[config.mk]
export PLATFORM = sky130hd
export DESIGN_NAME = ram_load_injector
export DESIGN_NICKNAME = d
export VERILOG_FILES = /design/src/rtl/ram_load_injector_pkg.sv /design/src/rtl/ram_load_pattern_gen.sv /design/src/rtl/ram_load_injector.sv
export SDC_FILE = /design/constraint.sdc
export NUM_CORES = 1
export LEC_CHECK = 0
export CORE_MARGIN = 2
export CORE_UTILIZATION = 51
export CTS_CLUSTER_DIAMETER = 80
export DETAILED_ROUTE_END_ITERATION = 8
export PLACE_DENSITY = 0.8
export RECOVER_POWER = 25
export SLEW_MARGIN = 40
export SYNTH_ARGS = -nofsm -noshare
export SYNTH_HDL_FRONTEND = slang
export SYNTH_SLANG_ARGS = --single-unit
[constraint.sdc]
create_clock -name clk -period 2 [get_ports clk]
set_input_delay 0.6 -clock clk [delete_from_list [all_inputs] [get_ports clk]]
set_output_delay 0.6 -clock clk [all_outputs]
set_load 0.02 [all_outputs]
[src/rtl/ram_load_injector_pkg.sv]
// Shared types for the RAM preload engine: FSM state encoding and pattern selects.
// Latency: n/a (types and constants only).
// Backpressure: n/a.
package ram_load_injector_pkg;

  typedef enum logic [1:0] {
    IDLE  = 2'd0,
    WRITE = 2'd1,
    DONE  = 2'd2
  } state_e;

  // Pattern select codes; any other value produces all-zero data.
  localparam int SEL_ADDR  = 0;
  localparam int SEL_IDX   = 1;
  localparam int SEL_WALK1 = 2;
  localparam int SEL_ALT   = 3;
  localparam int SEL_ONES  = 4;

endpackage

[src/rtl/ram_load_pattern_gen.sv]
// Purpose: combinational write-data generator for the RAM preload engine.
// Latency: zero (pure combinational). Backpressure: none.
// Ports: sel_i pattern select, addr_i current address, idx_i write index,
//        wdata_o generated data (addr/idx zero-extended or truncated to DW).
module ram_load_pattern_gen
  import ram_load_injector_pkg::*;
#(
  parameter int AW = 8,
  parameter int DW = 8,
  parameter int SW = 8
) (
  input  logic [SW-1:0] sel_i,
  input  logic [AW-1:0] addr_i,
  input  logic [AW-1:0] idx_i,
  output logic [DW-1:0] wdata_o
);

  always_comb begin
    wdata_o = '0;
    if (sel_i == SW'(SEL_ADDR)) begin
      wdata_o = DW'(addr_i);
    end else if (sel_i == SW'(SEL_IDX)) begin
      wdata_o = DW'(idx_i);
    end else if (sel_i == SW'(SEL_WALK1)) begin
      wdata_o = DW'(1) << (int'(idx_i) % DW);
    end else if (sel_i == SW'(SEL_ALT)) begin
      // Even index gives 1010.. (odd bits set), odd index gives 0101..
      for (int b = 0; b < DW; b++) begin
        wdata_o[b] = (b % 2 == 1) ^ idx_i[0];
      end
    end else if (sel_i == SW'(SEL_ONES)) begin
      wdata_o = '1;
    end
  end

endmodule

[src/rtl/ram_load_injector.sv]
// Purpose: on a rising edge of i_start, write a pattern to RAM addresses start..stop
//          (inclusive, wrapping mod 2^AW), one write per clock, then pulse o_done.
// Latency: first write visible one cycle after the start edge is sampled; no backpressure.
// Ports: clk, rst_n (sync, active-high); i_ram_start_addr/i_ram_stop_addr range,
//        i_sel pattern, i_start request; o_me/o_we/o_addr/o_wdata RAM port, o_done pulse;
//        i_rdata unused.
module ram_load_injector
  import ram_load_injector_pkg::*;
#(
  parameter int G_RAM_ADDR_WIDTH = 8,
  parameter int G_RAM_DATA_WIDTH = 8,
  parameter int G_SEL_WIDTH      = 8
) (
  input  logic                        clk,
  input  logic                        rst_n,
  input  logic [G_RAM_ADDR_WIDTH-1:0] i_ram_start_addr,
  input  logic [G_RAM_ADDR_WIDTH-1:0] i_ram_stop_addr,
  input  logic [G_SEL_WIDTH-1:0]      i_sel,
  input  logic                        i_start,
  output logic                        o_me,
  output logic                        o_we,
  output logic [G_RAM_ADDR_WIDTH-1:0] o_addr,
  output logic [G_RAM_DATA_WIDTH-1:0] o_wdata,
  input  logic [G_RAM_DATA_WIDTH-1:0] i_rdata,
  output logic                        o_done
);

  localparam int AW = G_RAM_ADDR_WIDTH;
  localparam int DW = G_RAM_DATA_WIDTH;
  localparam int SW = G_SEL_WIDTH;

  state_e          state_q, state_d;
  logic            start_prev_q;
  logic [AW-1:0]   cnt_q, cnt_d;
  logic [AW-1:0]   idx_q, idx_d;
  logic [AW-1:0]   stop_q, stop_d;
  logic [SW-1:0]   sel_q, sel_d;
  logic            wr_q, wr_d;
  logic [AW-1:0]   addr_q, addr_d;
  logic [DW-1:0]   wdata_q, wdata_d;
  logic            done_q, done_d;
  logic [DW-1:0]   pat_wdata;

  // Read data plays no part in a preload.
  logic unused_rdata;
  assign unused_rdata = ^i_rdata;

  ram_load_pattern_gen #(
    .AW(AW),
    .DW(DW),
    .SW(SW)
  ) u_pattern_gen (
    .sel_i  (sel_q),
    .addr_i (cnt_q),
    .idx_i  (idx_q),
    .wdata_o(pat_wdata)
  );

  always_comb begin
    state_d = state_q;
    cnt_d   = cnt_q;
    idx_d   = idx_q;
    stop_d  = stop_q;
    sel_d   = sel_q;
    wr_d    = 1'b0;
    done_d  = 1'b0;
    // Address/data hold their last value while no write is in progress.
    addr_d  = addr_q;
    wdata_d = wdata_q;
    case (state_q)
      IDLE: begin
        // Range and pattern are latched here so later input changes cannot disturb a load.
        if (i_start && !start_prev_q) begin
          cnt_d   = i_ram_start_addr;
          stop_d  = i_ram_stop_addr;
          sel_d   = i_sel;
          idx_d   = '0;
          state_d = WRITE;
        end
      end
      WRITE: begin
        wr_d    = 1'b1;
        addr_d  = cnt_q;
        wdata_d = pat_wdata;
        // Equality test (not <=) lets a stop below start wrap through the top address.
        if (cnt_q == stop_q) begin
          state_d = DONE;
        end else begin
          cnt_d = cnt_q + 1'b1;
          idx_d = idx_q + 1'b1;
        end
      end
      DONE: begin
        done_d  = 1'b1;
        state_d = IDLE;
      end
      default: state_d = IDLE;
    endcase
  end

  always_ff @(posedge clk) begin
    if (rst_n) begin
      state_q      <= IDLE;
      start_prev_q <= 1'b0;
      cnt_q        <= '0;
      idx_q        <= '0;
      stop_q       <= '0;
      sel_q        <= '0;
      wr_q         <= 1'b0;
      addr_q       <= '0;
      wdata_q      <= '0;
      done_q       <= 1'b0;
    end else begin
      state_q      <= state_d;
      // Sampled in every state, so a level held through a load never retriggers.
      start_prev_q <= i_start;
      cnt_q        <= cnt_d;
      idx_q        <= idx_d;
      stop_q       <= stop_d;
      sel_q        <= sel_d;
      wr_q         <= wr_d;
      addr_q       <= addr_d;
      wdata_q      <= wdata_d;
      done_q       <= done_d;
    end
  end

  assign o_me    = wr_q;
  assign o_we    = wr_q;
  assign o_addr  = addr_q;
  assign o_wdata = wdata_q;
  assign o_done  = done_q;

endmodule

Yosys cells after proc, flatten, opt, wreduce, memory -nomap -nowiden
Index checks and enable logic that the tools add are counted.
Widths: inputs -> output; s select.
- add/sub/neg operators: 2
- equal/unequal tests: 10
- shifts and indexed selects: 1
- muxes and demuxes: 16
- bitwise operators: 1
- reduce and logical (&&, ||, !) cells: 8
- operators with widths (kind ; number):
    $mux 8 ; 9
    $pmux 8 s2 ; 2
    $add 8x1->8 const B ; 2
    $eq 8x2->1 const B ; 2
    $eq 8x1->1 const B ; 1
    $eq 8x3->1 const B ; 1
    $eq 8x8->1 ; 1
    $logic_not 8->1 ; 1
    $shl 1x3->8 const A ; 1
    $ne 2x2->1 const B ; 3
    $mux 2 ; 2
    $pmux 2 s2 ; 1
    $reduce_and 2->1 ; 2
    $reduce_and 3->1 ; 1
    $eq 2x1->1 const B ; 1
    $eq 2x2->1 const B ; 1
    $logic_not 2->1 ; 1
    $mux 1 ; 2
    $reduce_bool 2->1 ; 1
    $logic_and 1x1->1 ; 1
    $logic_not 1->1 ; 1
    $not 1->1 ; 1
- bits in registers: 53
- input bits: 35
- output and inout port bits: 19
- word-level logic and storage cells: 48

Depth between registers and ports, before layout
Gate-level depths: netlist of run 1.
- depth after elaboration: 6
- mapped depth: 7
- gate-level depth less buffers: 6

By module
Synthesis of run 1 repeated with hierarchy kept, for this count alone.
- cell total of the unflattened synthesis: 317
- area, all modules: 2616.3 um^2
- by module, submodules not included (module ; times used ; cells each ; area each (um^2)):
    ram_load_injector ; 1 ; 274 ; 2277.2
    ram_load_pattern_gen ; 1 ; 43 ; 339.1

Worst setup path after synthesis of run 1
No wires, ideal clock.
- path kind: input to register
- from: in i_start
- to: reg cnt_q[2]
- setup time: 0.116 ns
- data arrival time: 1.556 ns
- path slack: 0.328 ns
- stages on the path: 6
- buffers on the path: 1
- path through: nand2b_1 > or3_1 > clkbuf_1 > o21ai_0 > o211ai_1 > o211a_1
- cells in the longest elaborated chain, start to end: 3
- RTL lines (what ; RTL line ; text):
    start, declared ; ram_load_injector.sv:19 ; input logic i_start,
    $logic_and 1x1->1 ; ram_load_injector.sv:73 ; if (i_start && !start_prev_q) begin
    $ne 2x2->1 (no line) ; n/a ;
    $reduce_and 3->1 (no line) ; n/a ;
    end signal, assigned ; ram_load_injector.sv:117 ; cnt_q <= cnt_d;
    end, declared ; ram_load_injector.sv:34 ; logic [AW-1:0] cnt_q, cnt_d;
Every way passes these cells.
A chain may end at the register's enable or synchronous reset.

Final worst setup path of run 1
- from: reg addr_q[6] (netlist: o_addr[6])
- to: out o_addr[6]
- RTL lines (what ; RTL line ; text):
    start, declared ; ram_load_injector.sv:39 ; logic [AW-1:0] addr_q, addr_d;
    start signal, assigned ; ram_load_injector.sv:122 ; addr_q <= addr_d;
    end, declared ; ram_load_injector.sv:22 ; output logic [G_RAM_ADDR_WIDTH-1:0] o_addr,
No word-level cell between the ends.

==> load_flow_metrics.sql, run 1 <==
INSERT INTO impl_metrics (metric_group, metric, value, unit) VALUES
('run_status', 'run_status', 'finished, final reports clean', ''),
('routing', 'route.detailed.drc', '0', ''),
('logic_synthesis', 'synthArstFlopShare', '0', ''),
('floorplan', 'chipWidth', '75.9', 'um'),
('sta', 'timing.slew.headroom', '0.539', ''),
('finish', 'register_cell_area_after_layout', '1060', 'um^2'),
('clock_network', 'clock-root-buffer', 'sky130_fd_sc_hd__clkbuf_8', ''),
('sta', 'final-hold-violation-count', '0', ''),
('setup_path', 'crit_path_start_kind', 'flop', ''),
('placed_design', 'place_congestion', '0.929', ''),
('sta', 'max_clock_freq', '0.529', 'GHz'),
('setup_path', 'cp_top_family', 'buffers and inverters', ''),
('sta', 'worstMarginPinSlew', '0.692', 'ns'),
('finish', 'layout-drive-gt1-share', '0.102', ''),
('floorplan', 'floorplan.rows', '26', ''),
('setup_path', 'path_cells', 'clkdlybuf4s50_1', ''),
('logic_synthesis', 'synth-seq-cells', '53', ''),
('logic_synthesis', 'yosysWarningCount', '0', ''),
('floorplan', 'die_y', '75.9', 'um'),
('clock_network', 'clockBufferDepth', '2', ''),
('routing', 'ant_nets', '0', ''),
('logic_synthesis', 'synth.avg_cell_area', '7.94', 'um^2'),
('routing', 'dr_total_vias', '2565', ''),
('logic_synthesis', 'register_area_share_after_synthesis', '0.402', ''),
('setup_path', 'arrival', '1.29', 'ns'),
('clock_network', 'clock_tree.htree_level_count', '2', ''),
('finish', 'antennaDiodeCount', '0', ''),
('finish', 'design.final.nets', '422', ''),
('logic_synthesis', 'synth_area_leaders', 'sky130_fd_sc_hd__dfxtp_1 (40%), sky130_fd_sc_hd__a21oi_1 (9.9%), sky130_fd_sc_hd__nand2_1 (9.7%), sky130_fd_sc_hd__ha_1 (3.3%), sky130_fd_sc_hd__xnor2_1 (3.0%)', ''),
('clock_network', 'ctsHoldBuffers', '0', ''),
('sta', 'final.period_utilization', '0.945', ''),
('setup_path', 'critPathKind', 'flop to output pin', ''),
('placed_design', 'portBuffers', '45', ''),
('setup_path', 'cp-startpoint', 'o_addr[6]', ''),
('sta', 'clock-skew-final', '0.00721', 'ns'),
('clock_network', 'clk_pin_slew', '0.10', 'ns'),
('logic_synthesis', 'synthDominantCellAreaShare', '0.402', ''),
('sta', 'timing.final.setup_violations', '0', ''),
('min_path', 'hp-class', 'flop to flop', ''),
('sta', 'grt_setup_unrepaired', 'no', ''),
('logic_synthesis', 'mappedNetlistNets', '374', ''),
('sta', 'timing.final.crit_period', '1.89', 'ns'),
('placed_design', 'dpl.hpwl', '4770', 'um'),
('logic_synthesis', 'synthMostInstantiatedCell', 'sky130_fd_sc_hd__nand2_1', ''),
('finish', 'num-fill-cells', '428', ''),
('floorplan', 'floorplan.io_pins', '54', ''),
('sta', 'maxSlewViolCount', '0', ''),
('floorplan', 'fp.coreArea', '5040', 'um^2'),
('clock_network', 'cts_buffers', '5', ''),
('logic_synthesis', 'synth_top_cell_by_area', 'sky130_fd_sc_hd__dfxtp_1', ''),
('power', 'power_density', '784', 'nW/um^2'),
('grt', 'grt_pass1_wl', '10800', 'um'),
('run', 'max_cap_violations', '0', ''),
('logic_synthesis', 'synth_edf_count', '0', ''),
('setup_path', 'maximum_cell_stage_delay_along_the_critical_path', '0.61', 'ns'),
('power', 'leakage', '1.13', 'nW'),
('grt', 'gr-usage-all-layers', '0.248', ''),
('clock_network', 'worstSkewPairLatency', '0.31', 'ns'),
('setup_path', 'worst-path-max-fanout', '2', ''),
('setup_path', 'critical_path_required', '1.40', 'ns'),
('setup_path', 'worstPathBufferInverterCount', '1', ''),
('grt', 'global_route_overflow', '0', ''),
('routing', 'drt-total-wl', '6570', 'um'),
('logic_synthesis', 'netlist_area', '2640', 'um^2'),
('min_path', 'min-delay-start', 'o_wdata[5]', ''),
('grt', 'initial_antenna_violation_count', '0', ''),
('clock_network', 'cts-resized-gates', '0', ''),
('routing', 'drtIter0Drc', '235', ''),
('power', 'power.ir.vdd_worst', '0.000422', 'V'),
('sta', 'tns', '0', 'ns'),
('floorplan', 'floorplan.die_area', '5760', 'um^2');
power breakdown:
| part | switching, mW | internal [mW] |
|---|---|---|
| clock network | 0.386 | 0.384 |
| registers | 0.0932 | 1.12 |
| logic | 0.336 | 0.286 |
flip-flops by register name (all words and copies together) (netlist names):
register      flops
idx_q             8
o_done            1
state_q           2
o_me              1
stop_q            8
cnt_q             8
o_wdata           8
o_addr            8
sel_q             8
start_prev_q      1
layout make-up:
| cell class | instances | share of cell area |
|---|---|---|
| repair buffers | 66 | 0.181 |
| inverters | 6 | 0.00677 |
| clock buffers | 5 | 0.0207 |
| clock inverters | 3 | 0.0150 |
| flip-flops and latches | 53 | 0.319 |
| well taps | 70 | 0.0263 |
| multi-input cells | 248 | 0.431 |
cells by family after synthesis:
family          Yosys count  share of synthesized area
compound gates           91                      0.212
fa+ha+maj                 7                     0.0332
buf+inv                  31                     0.0508
simple gates            140                      0.268
flops                    53                      0.402
xor+xnor                 10                     0.0332
cell usage in the layout (no fill, tap or decap), drive strengths merged, types with 7 or more instances in the layout:
cell           instances
nand2                 68
dfxtp                 53
a21oi                 53
clkdlybuf4s50         44
buf                   19
nor2                  14
nand2b                11
nand3                 10
o21ai                 10
nor3                  10
xnor2                  9
ha                     7
inv                    7
clkbuf                 7
through the flow:
stage	total power [mW]	util	cells	hold slack [ns]	setup slack, ns
floorplan	1.61	-	332	0.431	0.328
global placement	1.84	0.639	443	0.441	-0.126
detailed placement	1.86	0.639	443	0.444	-0.138
CTS	2.62	0.662	451	0.459	0.105
global route	2.74	0.660	451	0.476	0.0134
finish	2.61	0.660	451	0.458	0.110
worst paths after layout:
check | to | slack, ns | cells after the start
max reg2reg | idx_q[1] | 0.15 | 6
max | o_addr[6] | 0.11 | 1
min reg2reg | o_wdata[5] | 0.46 | 2
min | o_wdata[5] | 0.46 | 2
per-layer routing:
layer,GRT usage,routed length (um)
met5,0,0
met4,0.0838,108
met3,0.0529,423
met2,0.400,3240
met1,0.330,2800
(Power assumes the default switching activity.)
==> run 2: changes to the inputs <==
ABC_AREA = 1   (was unset)
CAP_MARGIN = 20   (was unset)
CORE_UTILIZATION = 52   (was 51)
PLACE_DENSITY = 0.81   (was 0.8)
==> load_flow_metrics.sql, run 2 <==
INSERT INTO impl_metrics (metric_group, metric, value, unit) VALUES
('finish', 'antennaDiodeCount', '0', ''),
('setup_path', 'maximum_cell_stage_delay_along_the_critical_path', '0.62', 'ns'),
('floorplan', 'chipWidth', '76.7', 'um'),
('placed_design', 'placed_area', '3240', 'um^2'),
('power', 'fin_total_pwr', '2.60', 'mW'),
('setup_path', 'cell_with_the_biggest_individual_delay_on_the_critical_path', 'sky130_fd_sc_hd__clkdlybuf4s50_1', ''),
('routing', 'detailedRoute.firstPassIterationCount', '5', ''),
('setup_path', 'arrival', '1.27', 'ns'),
('logic_synthesis', 'yosysWarningCount', '0', ''),
('grt', 'grt_pass1_wl', '11200', 'um'),
('finish', 'final_common_cell', 'sky130_fd_sc_hd__nand2_1', ''),
('logic_synthesis', 'netlist_area', '2750', 'um^2'),
('routing', 'drt-total-wl', '6290', 'um'),
('clock_network', 'ctsHoldBuffers', '0', ''),
('run', 'max_cap_violations', '0', ''),
('setup_path', 'worst-path-max-fanout', '2', ''),
('logic_synthesis', 'synthArstFlopShare', '0', ''),
('routing', 'vias_per_cell', '5.16', ''),
('sta', 'clock-skew-final', '0.00906', 'ns'),
('placed_design', 'place_congestion', '0.906', ''),
('finish', 'final_design_area_no_fill', '3340', 'um^2'),
('grt', 'grt_pass1_vias', '2468', ''),
('min_path', 'hp-class', 'flop to flop', ''),
('finish', 'num-fill-cells', '479', ''),
('power', 'power_density', '779', 'nW/um^2'),
('placed_design', 'portBuffers', '45', ''),
('setup_path', 'crit_path_start_kind', 'flop', ''),
('finish', 'final-instance-count-excl-fill', '513', ''),
('clock_network', 'clk_pin_slew', '0.10', 'ns'),
('logic_synthesis', 'mappedNetlistNets', '444', ''),
('logic_synthesis', 'synth_edf_count', '0', ''),
('grt', 'global_route_overflow', '0', ''),
('routing', 'post_drt_wl_per_cell', '12.3', 'um'),
('logic_synthesis', 'synthDominantCellAreaShare', '0.386', ''),
('clock_network', 'cts_buffers', '5', ''),
('grt', 'global_route.usage.met2', '0.401', ''),
('power', 'leakage', '1.37', 'nW'),
('floorplan', 'floorplan.io_pins', '54', ''),
('logic_synthesis', 'synth_instances', '402', ''),
('logic_synthesis', 'synth.top_cells.by_count', 'sky130_fd_sc_hd__nand2_1 (110), sky130_fd_sc_hd__nor2_1 (58), sky130_fd_sc_hd__dfxtp_1 (53)', ''),
('finish', 'design.final.nets', '484', ''),
('sta', 'timing.final.setup_violations', '0', ''),
('floorplan', 'initial_core_util', '0.538', ''),
('sta', 'grt_setup_unrepaired', 'no', ''),
('sta', 'final-hold-violation-count', '0', ''),
('sta', 'worstMarginPinSlew', '0.660', 'ns'),
('logic_synthesis', 'register_area_share_after_synthesis', '0.386', ''),
('setup_path', 'critical_path_required', '1.40', 'ns'),
('placed_design', 'place.detailed.instances', '505', ''),
('logic_synthesis', 'synth_top_cell_by_area', 'sky130_fd_sc_hd__dfxtp_1', ''),
('floorplan', 'floorplan.die_area', '5890', 'um^2'),
('sta', 'maxSlewViolCount', '0', ''),
('grt', 'gr-usage-all-layers', '0.233', ''),
('sta', 'timing.slew.headroom', '0.560', ''),
('setup_path', 'critPathKind', 'flop to output pin', ''),
('setup_path', 'path_cells', 'clkdlybuf4s50_1', ''),
('floorplan', 'die_y', '76.7', 'um'),
('clock_network', 'cts_tree', 'built', ''),
('sta', 'tns', '0', 'ns'),
('clock_network', 'clock_tree.htree_level_count', '2', ''),
('clock_network', 'clock-root-buffer', 'sky130_fd_sc_hd__clkbuf_8', ''),
('routing', 'dr_total_vias', '2645', ''),
('routing', 'ant_nets', '0', ''),
('placed_design', 'dpl.hpwl', '4600', 'um'),
('grt', 'grtUsageMet3', '0.0412', ''),
('logic_synthesis', 'synthMostInstantiatedCell', 'sky130_fd_sc_hd__nand2_1', ''),
('grt', 'gr-usage-met1', '0.291', ''),
('floorplan', 'fp.coreArea', '5110', 'um^2'),
('clock_network', 'clockBufferDepth', '2', ''),
('routing', 'drtIter0Drc', '184', ''),
('logic_synthesis', 'synth_top_flop_cell', 'sky130_fd_sc_hd__dfxtp_1', ''),
('finish', 'postLayoutCoreUtil', '0.654', ''),
('placed_design', 'dp_worst_setup_slack', '0.0624', 'ns'),
('power', 'power.ir.vdd_worst', '0.000503', 'V'),
('sta', 'final.hold.worst_slack', '0.425', 'ns'),
('logic_synthesis', 'synth.avg_cell_area', '6.84', 'um^2'),
('grt', 'initial_antenna_violation_count', '0', ''),
('clock_network', 'cts_setup_buffers', '0', ''),
('setup_path', 'setup.worst_path.end_class', 'output pin', ''),
('clock_network', 'clock-sinks', '53', ''),
('grt', 'grt-busiest-layer', 'met2', ''),
('logic_synthesis', 'synth.distinct_cells', '30', ''),
('clock_network', 'cts-resized-gates', '0', ''),
('finish', 'final_cell_mix', 'sky130_fd_sc_hd__nand2_1 (110), sky130_fd_sc_hd__nor2_1 (58), sky130_fd_sc_hd__dfxtp_1 (53)', ''),
('floorplan', 'floorplan.rows', '26', ''),
('routing', 'route.detailed.drc', '0', ''),
('logic_synthesis', 'synth_area_leaders', 'sky130_fd_sc_hd__dfxtp_1 (39%), sky130_fd_sc_hd__nand2_1 (15%), sky130_fd_sc_hd__nor2_1 (7.9%), sky130_fd_sc_hd__a21oi_1 (6.2%), sky130_fd_sc_hd__inv_1 (4.5%)', ''),
('finish', 'layout-drive-gt1-share', '0.0609', ''),
('setup_path', 'cp_top_family', 'buffers and inverters', ''),
('grt', 'grt_start_max_net_pins', '37', ''),
('run_status', 'run_status', 'finished, final reports clean', ''),
('sta', 'final_critical_path_setup_slack', '0.131', 'ns'),
('setup_path', 'worstPathBufferInverterCount', '1', ''),
('sta', 'final.period_utilization', '0.934', ''),
('sta', 'max_clock_freq', '0.535', 'GHz'),
('clock_network', 'worstSkewPairLatency', '0.31', 'ns'),
('finish', 'synthToLayoutAreaGrowth', '21.5', '%'),
('sta', 'timing.final.crit_period', '1.87', 'ns'),
('logic_synthesis', 'synth-seq-cells', '53', '');
[run 2: cell count changes after synthesis, moves of 5 or more]
cell and change:
sky130_fd_sc_hd__o21ai_0 +12, sky130_fd_sc_hd__clkbuf_1 -10, sky130_fd_sc_hd__o211ai_1 +6, sky130_fd_sc_hd__or4_1 -5, sky130_fd_sc_hd__nor2_1 +45, sky130_fd_sc_hd__a21oi_1 -18
sky130_fd_sc_hd__nand2_1 +42, sky130_fd_sc_hd__inv_1 +27, sky130_fd_sc_hd__nand2b_1 -11, sky130_fd_sc_hd__nand3_1 +12
[run 2: cells by family (layout without fill, tap and decap cells)]
| family | after synthesis | count (layout) | synth area share |
|---|---|---|---|
| AND/OR/NAND/NOR | 211 | 211 | 0.332 |
| buffers and inverters | 54 | 95 | 0.0860 |
| multiplexers | 1 | 1 | 0.00364 |
| adder cells (fa/ha/maj) | 7 | 7 | 0.0318 |
| flip-flops | 53 | 53 | 0.386 |
| AO/OA/AOI/OAI | 68 | 68 | 0.136 |
| XOR/XNOR | 8 | 8 | 0.0255 |
[run 2: report_power, final]
part	switching, mW	internal [mW]
Combinational	0.394	0.261
Sequential	0.0741	1.14
Clock	0.359	0.375
Total	0.827	1.78
[run 2: layout make-up]
class,instances,area (um^2),area share
multi-input combinational,295,1440,0.431
tap,70,87.6,0.0262
clock buffer,5,68.8,0.0206
sequential,53,1060,0.317
timing repair buffer,51,504,0.151
clock inverter,3,46.3,0.0139
inverter,36,135,0.0404
[run 2: worst register-to-register path: cells and delay by family, from the launching register on]
kind,cells,cell delay (ns)
and+or+nand+nor,8,1.04
DFF,1,0.52
xor gates and xnor gates,1,0.16
[run 2: path summary, 6_finish.rpt]
kind	startpoint	endpoint	slack [ns]	depth (start not counted)
setup / recovery	o_addr[2]	o_addr[2]	0.13	1
hold / removal	state_q[0]	o_done	0.43	1
setup reg to reg	cnt_q[2]	cnt_q[0]	0.21	9
hold reg to reg	state_q[0]	o_done	0.43	1
[run 2: per-layer routing]
metal / up-vias / share of wire
li1: 1368 / -
met2: 76 / 0.49
met4: 0 / 0.023
met5: - / 0
met1: 1188 / 0.44
met3: 13 / 0.052
